**src/rtl/multicycle_sequencer.sv**
```systemverilog
// Multi-cycle FETCH/DECODE/EXEC/MEM/WB sequencer that times the PC/IR/regfile/dmem enables.
// Optional perf counters (retired_cnt, stall_cnt) are built when SEQ_PERF_CNT_EN is defined.
module multicycle_sequencer #(
  parameter int WAIT_MAX = 16,
  parameter int CNT_W    = 32
) (
  input  logic       clk,
  input  logic       rst_n,
  input  logic       run,
  input  logic [5:0] opcode,
  input  logic       cond_true,
  input  logic       imem_ready,
  input  logic       dmem_ready,
  output logic       imem_req,
  output logic       dmem_req,
  output logic       dmem_we,
  output logic       ir_write,
  output logic       pc_inc,
  output logic       pc_load,
  output logic       reg_write_en,
  output logic       busy,
  output logic       halted,
  output logic       illegal_op,
  output logic       bus_fault,
  output logic [2:0] state
`ifdef SEQ_PERF_CNT_EN
  ,
  output logic [CNT_W-1:0] retired_cnt,
  output logic [CNT_W-1:0] stall_cnt
`endif
);

  typedef enum logic [2:0] {
    S_IDLE, S_FETCH, S_DECODE, S_EXEC, S_MEM, S_WB, S_HALT
  } state_e;

  typedef enum logic [2:0] {
    C_NOP, C_ALU, C_LDR, C_LDA, C_STR, C_JMP, C_JCC, C_ILL
  } cls_e;

  localparam int WCW = (WAIT_MAX > 0) ? $clog2(WAIT_MAX + 1) : 1;
  localparam logic [WCW-1:0] WLIM = WCW'(WAIT_MAX);

  function automatic cls_e classify(input logic [5:0] op);
    cls_e c;
    case (op) inside
      6'd0:                                              c = C_NOP;
      [6'd1:6'd4], [6'd9:6'd12], 6'd14, [6'd17:6'd20],
      6'd25, 6'd26:                                      c = C_ALU;
      6'd41:                                             c = C_LDR;
      6'd42:                                             c = C_LDA;
      6'd43:                                             c = C_STR;
      6'd56:                                             c = C_JMP;
      [6'd57:6'd62]:                                     c = C_JCC;
      default:                                           c = C_ILL;
    endcase
    return c;
  endfunction

  state_e         state_q, state_d;
  cls_e           cls_q, cls_in;
  logic [WCW-1:0] wcnt_q, wcnt_d;
  logic           illegal_q, fault_q;
  logic           bnd, ill_set, flt_set, stall, timeout;

  assign cls_in  = classify(opcode);
  assign stall   = (state_q == S_FETCH && !imem_ready) || (state_q == S_MEM && !dmem_ready);
  assign timeout = (WAIT_MAX > 0) && (state_q == S_FETCH || state_q == S_MEM) && (wcnt_q == WLIM);

  always_comb begin
    state_d = state_q;
    bnd     = 1'b0;
    ill_set = 1'b0;
    flt_set = 1'b0;
    case (state_q)
      S_IDLE:   if (run) state_d = S_FETCH;
      S_FETCH: begin
        if (timeout) begin
          state_d = S_HALT;
          flt_set = 1'b1;
        end else if (imem_ready) state_d = S_DECODE;
      end
      S_DECODE: begin
        case (cls_in)
          C_NOP:   bnd = 1'b1;
          C_ILL: begin
            state_d = S_HALT;
            ill_set = 1'b1;
          end
          default: state_d = S_EXEC;
        endcase
      end
      S_EXEC: begin
        case (cls_q)
          C_ALU, C_LDA: state_d = S_WB;
          C_LDR, C_STR: state_d = S_MEM;
          default:      bnd = 1'b1;
        endcase
      end
      S_MEM: begin
        if (timeout) begin
          state_d = S_HALT;
          flt_set = 1'b1;
        end else if (dmem_ready) begin
          if (cls_q == C_LDR) state_d = S_WB;
          else                bnd = 1'b1;
        end
      end
      S_WB:     bnd = 1'b1;
      default:  state_d = S_HALT;
    endcase
    if (bnd) state_d = run ? S_FETCH : S_IDLE;
  end

  // Wait counter only runs while stalled in the same state; any move or ready clears it.
  always_comb begin
    wcnt_d = '0;
    if (stall && state_d == state_q && wcnt_q != WLIM) wcnt_d = wcnt_q + WCW'(1);
    else if (stall && state_d == state_q)               wcnt_d = wcnt_q;
  end

  always_ff @(posedge clk or negedge rst_n) begin
    if (!rst_n) begin
      state_q   <= S_IDLE;
      cls_q     <= C_NOP;
      wcnt_q    <= '0;
      illegal_q <= 1'b0;
      fault_q   <= 1'b0;
    end else begin
      state_q <= state_d;
      wcnt_q  <= wcnt_d;
      if (state_q == S_DECODE) cls_q <= cls_in;
      if (ill_set) illegal_q <= 1'b1;
      if (flt_set) fault_q   <= 1'b1;
    end
  end

  // Strobes decode the registered state; ir_write/pc_load also follow same-cycle inputs.
  assign imem_req     = (state_q == S_FETCH);
  assign ir_write     = (state_q == S_FETCH) && imem_ready && !timeout;
  assign pc_inc       = ir_write;
  assign dmem_req     = (state_q == S_MEM);
  assign dmem_we      = (state_q == S_MEM) && (cls_q == C_STR);
  assign pc_load      = (state_q == S_EXEC) && ((cls_q == C_JMP) || (cls_q == C_JCC && cond_true));
  assign reg_write_en = (state_q == S_WB);
  assign busy         = (state_q != S_IDLE) && (state_q != S_HALT);
  assign halted       = (state_q == S_HALT);
  assign illegal_op   = illegal_q;
  assign bus_fault    = fault_q;
  assign state        = state_q;

`ifdef SEQ_PERF_CNT_EN
  logic [CNT_W-1:0] retired_q, stall_q;

  always_ff @(posedge clk or negedge rst_n) begin
    if (!rst_n) begin
      retired_q <= '0;
      stall_q   <= '0;
    end else begin
      if (bnd && retired_q != {CNT_W{1'b1}}) retired_q <= retired_q + 1'b1;
      if (stall && stall_q != {CNT_W{1'b1}}) stall_q   <= stall_q + 1'b1;
    end
  end

  assign retired_cnt = retired_q;
  assign stall_cnt   = stall_q;
`else
  logic unused_cnt_w;
  assign unused_cnt_w = ^CNT_W;
`endif

endmodule
```
**config.mk**
```make
export PLATFORM = sky130hd
export DESIGN_NAME = multicycle_sequencer
export DESIGN_NICKNAME = d
export VERILOG_FILES = /design/src/rtl/multicycle_sequencer.sv
export SDC_FILE = /design/constraint.sdc
export NUM_CORES = 1
export LEC_CHECK = 0
export CAP_MARGIN = 20
export CORE_UTILIZATION = 35
export DETAILED_ROUTE_END_ITERATION = 16
export PLACE_DENSITY_LB_ADDON = 0.25
export SYNTH_ARGS = -nofsm -noshare
export SYNTH_HDL_FRONTEND = slang
export SYNTH_SLANG_ARGS = --single-unit
export TNS_END_PERCENT = 100
```
**constraint.sdc**
```tcl
create_clock -name clk -period 2.4 [get_ports clk]
set_input_delay 0.72 -clock clk [delete_from_list [all_inputs] [get_ports clk]]
set_output_delay 0.72 -clock clk [all_outputs]
set_load 0.01 [all_outputs]
```
==> flow_summary.toml <==
[flow_run]
drv_cap = 0

[worst_hold_path]
hold-path-endpoint = "bus_fault"
hold_path_class = "reg -> reg"
hold_depth = 1
hold_start = "bus_fault"

[critical_path]
worstPathMaxFanout = 7
r2r_slack_ns = 0.42
crit_chain = "buf_4 -> xnor2_1 -> nand2b_1 -> clkdlybuf4s50_1"
end_kind = "output port"
slowest_delay_ns = 0.54
timing.rr.end = "state[0]"
crit_required_ns = 1.68
cp.arrival_ns = 1.62
r2r-start = "wcnt_q[1]"
startpoint = "state[2]"
critPathLaunchType = "register"
slowest_stage = "clkdlybuf4s50_1"
worst-setup-path-type = "reg -> out"
r2r_cells = 8

[placed_design]
dpl.hpwl_microns = 2188
placedInstanceArea_sq_um = 1490
io_buffers = 25
routabilityCongestion = 0.8539
place_ws_ns = -0.4464

[die]
io_pins = 26
num_rows = 20
start_util_pct = 36.60
design.die.area_sq_um = 3422
coreArea_sq_um = 3053
fp.dieW_microns = 58.50
fp.dieH_microns = 58.50

[yosys]
ys_seq_area_share_pct = 29.12
synth.avg_cell_area_sq_um = 7.924
synth_nets = 155
ys_types = 41
ys.flop_type = "dfrtp_1"
ys_warn_count = 0
synth.ff_latch_count = 13
synth_edf_count = 0
syn_inst = 141
netlist_area_sq_um = 1117
async_reset_ff_share_pct = 100.0

[timing]
rsz0062_at_grt = "false"
fmax_mhz = 428.0
slew_headroom_pct = 60.94
fin_ws_ns = 0.06343
holdWs_ns = 0.4668
final-max-slew-violation-count = 0
period_share_pct = 97.36
worst-slew-pin-transition_ns = 0.5841
finalSetupViolations = 0
fin_worst_skew_ns = 0.004314
period_minus_slack_ns = 2.337
hold_viol = 0

[clock_tree]
clk-insertion-delay-late_ns = 0.27
h-tree-depth = 1
cts_tree = "built"
cts_sinks = 13
clock_path_buffers = 2
clkTransAtPathRegs_ns = 0.08
cts_buffers = 3
cts_root_buf = "clkbuf_4"

[pwr]
p_leak_nw = 0.7250
p_per_area_nw_per_um2 = 897.1
ir_drop_mv = 0.2830

[drt]
routed_via_density = 5.299
drc = 0
detail-route-antenna-nets = 0
route.detailed.wl_per_inst_microns = 12.47
drtPass1Iterations = 4
drt_iter0_drc = 37
wirelength_microns = 2793
vias = 1187

[run_status]
outcome = "finished clean"

[cells_and_area]
design_area_sq_um = 1553
final_nets = 195
n_antenna_cell = 0
fill_cells = 323
areaGrowthSynthToFinish_pct = 38.97
drive_above_1_share_pct = 20.56

[global_route]
grt_max_degree = 14
grt_pass1_wl_microns = 4588
antenna_found_initial = 0
grt_usage_pct = 17.12
grt-ovfl-total = 0
grt_pass1_vias = 1045
-- area by class of cell --
cell class	count	area (sq um)	area share [%]
Inverter	8	32.53	2.095
Multi-Input combinational cell	109	716.9	46.17
Tap cell	44	55.05	3.546
Clock buffer	4	26.28	1.692
Timing Repair Buffer	46	395.4	25.46
Sequential cell	13	326.6	21.03
-- where the power goes --
part / internal (mW) / total (mW) / leakage (nW) / switching [mW]
sequential: 0.291 / 0.372 / 0.164 / 0.0811
clock: 0.0643 / 0.134 / 0.0150 / 0.0701
combinational: 0.456 / 0.887 / 0.546 / 0.431
-- worst max-delay path by stage --
| stage | endpoint | slack [ns] | cells after the start |
|---|---|---|---|
| final | busy | 0.06 | 4 |
| after global routing | busy | 0.0009 | 4 |
| after CTS | ir_write | 0.003 | 3 |
| after detailed placement | pc_inc | -0.45 | 3 |
| after global placement | ir_write | -0.40 | 3 |
| after floorplan | pc_inc | 0.06 | 5 |
-- cells in the final DEF (no fill, tap or decap), drive strengths merged, types with 2 or more instances in the layout --
master / count
clkbuf: 4
nand3: 6
xnor2: 4
nand2: 9
nand4: 2
o21ai: 9
a31oi: 3
nand2b: 6
nor2: 16
inv: 8
dfrtp: 13
dlymetal6s2s: 2
a21o: 2
or3: 3
and3: 7
a21oi: 8
nor2b: 4
ha: 2
o2bb2ai: 2
clkdlybuf4s50: 18
o211ai: 2
dlygate4sd2: 2
o2111ai: 3
a22o: 3
buf: 24
xor2: 4
-- cell usage after synthesis, types with 4 or more instances --
| cell type | instances | area share [%] |
|---|---|---|
| nor2_1 | 16 | 5.4 |
| and3_1 | 7 | 3.9 |
| inv_1 | 7 | 2.4 |
| dfrtp_1 | 13 | 29 |
| nand2_1 | 9 | 3.0 |
| o21ai_0 | 9 | 4.0 |
| xnor2_1 | 4 | 3.1 |
| nand2b_1 | 6 | 3.4 |
| nand3_1 | 6 | 2.7 |
| a21oi_1 | 7 | 3.1 |
| xor2_1 | 4 | 3.1 |
| clkbuf_1 | 7 | 2.4 |
| nor2b_1 | 4 | 2.2 |
-- worst max-delay path, delay by kind of cell (launching register included) --
kind / cells / cell delay (ns)
buffers and inverters: 2 / 0.72
flip-flops: 1 / 0.44
XOR/XNOR: 1 / 0.12
AND/OR/NAND/NOR: 1 / 0.07
-- through the flow --
stage,std cells,TNS [ns],util (%),power [mW]
after floorplan,141,0,-,0.9091
after global routing,224,0,50.86,1.504
final,224,0,50.86,1.393
after detailed placement,217,-1.260,48.81,1.208
after global placement,217,-1.116,48.81,1.192
after CTS,224,0,50.90,1.400
-- metal layers --
| layer | share of wire (%) | track usage [%] |
|---|---|---|
| met5 | 0 | 0 |
| met2 | 51 | 29.06 |
| met1 | 45 | 23.11 |
| met3 | 4.2 | 1.538 |
| met4 | 0.64 | 5.102 |
-- state kept, by name (all words and copies together) (netlist names) --
name and count:
wcnt_q 5, state 3, bus_fault 1, illegal_op 1, cls_q 3
-- cells by family after synthesis --
family	count (synthesis)	synth area share, %
xor gates and xnor gates	8	6.270
and+or+nand+nor	59	28.22
muxes	2	1.904
adders and majority gates	2	2.239
buffers and inverters	19	8.960
AOI/OAI and AO/OA	38	23.29
DFF	13	29.12
-- timing repair --
action | in CTS | in global routing
pin swaps | 1 | 0
hold buffers | 0 | 0
resized for setup | 18 | 3
endpoints found under the setup margin | 7 | 3
setup buffers | 3 | 0
endpoints found under the hold margin | 0 | 0
Note: power is estimated with default switching activity, not from simulation.
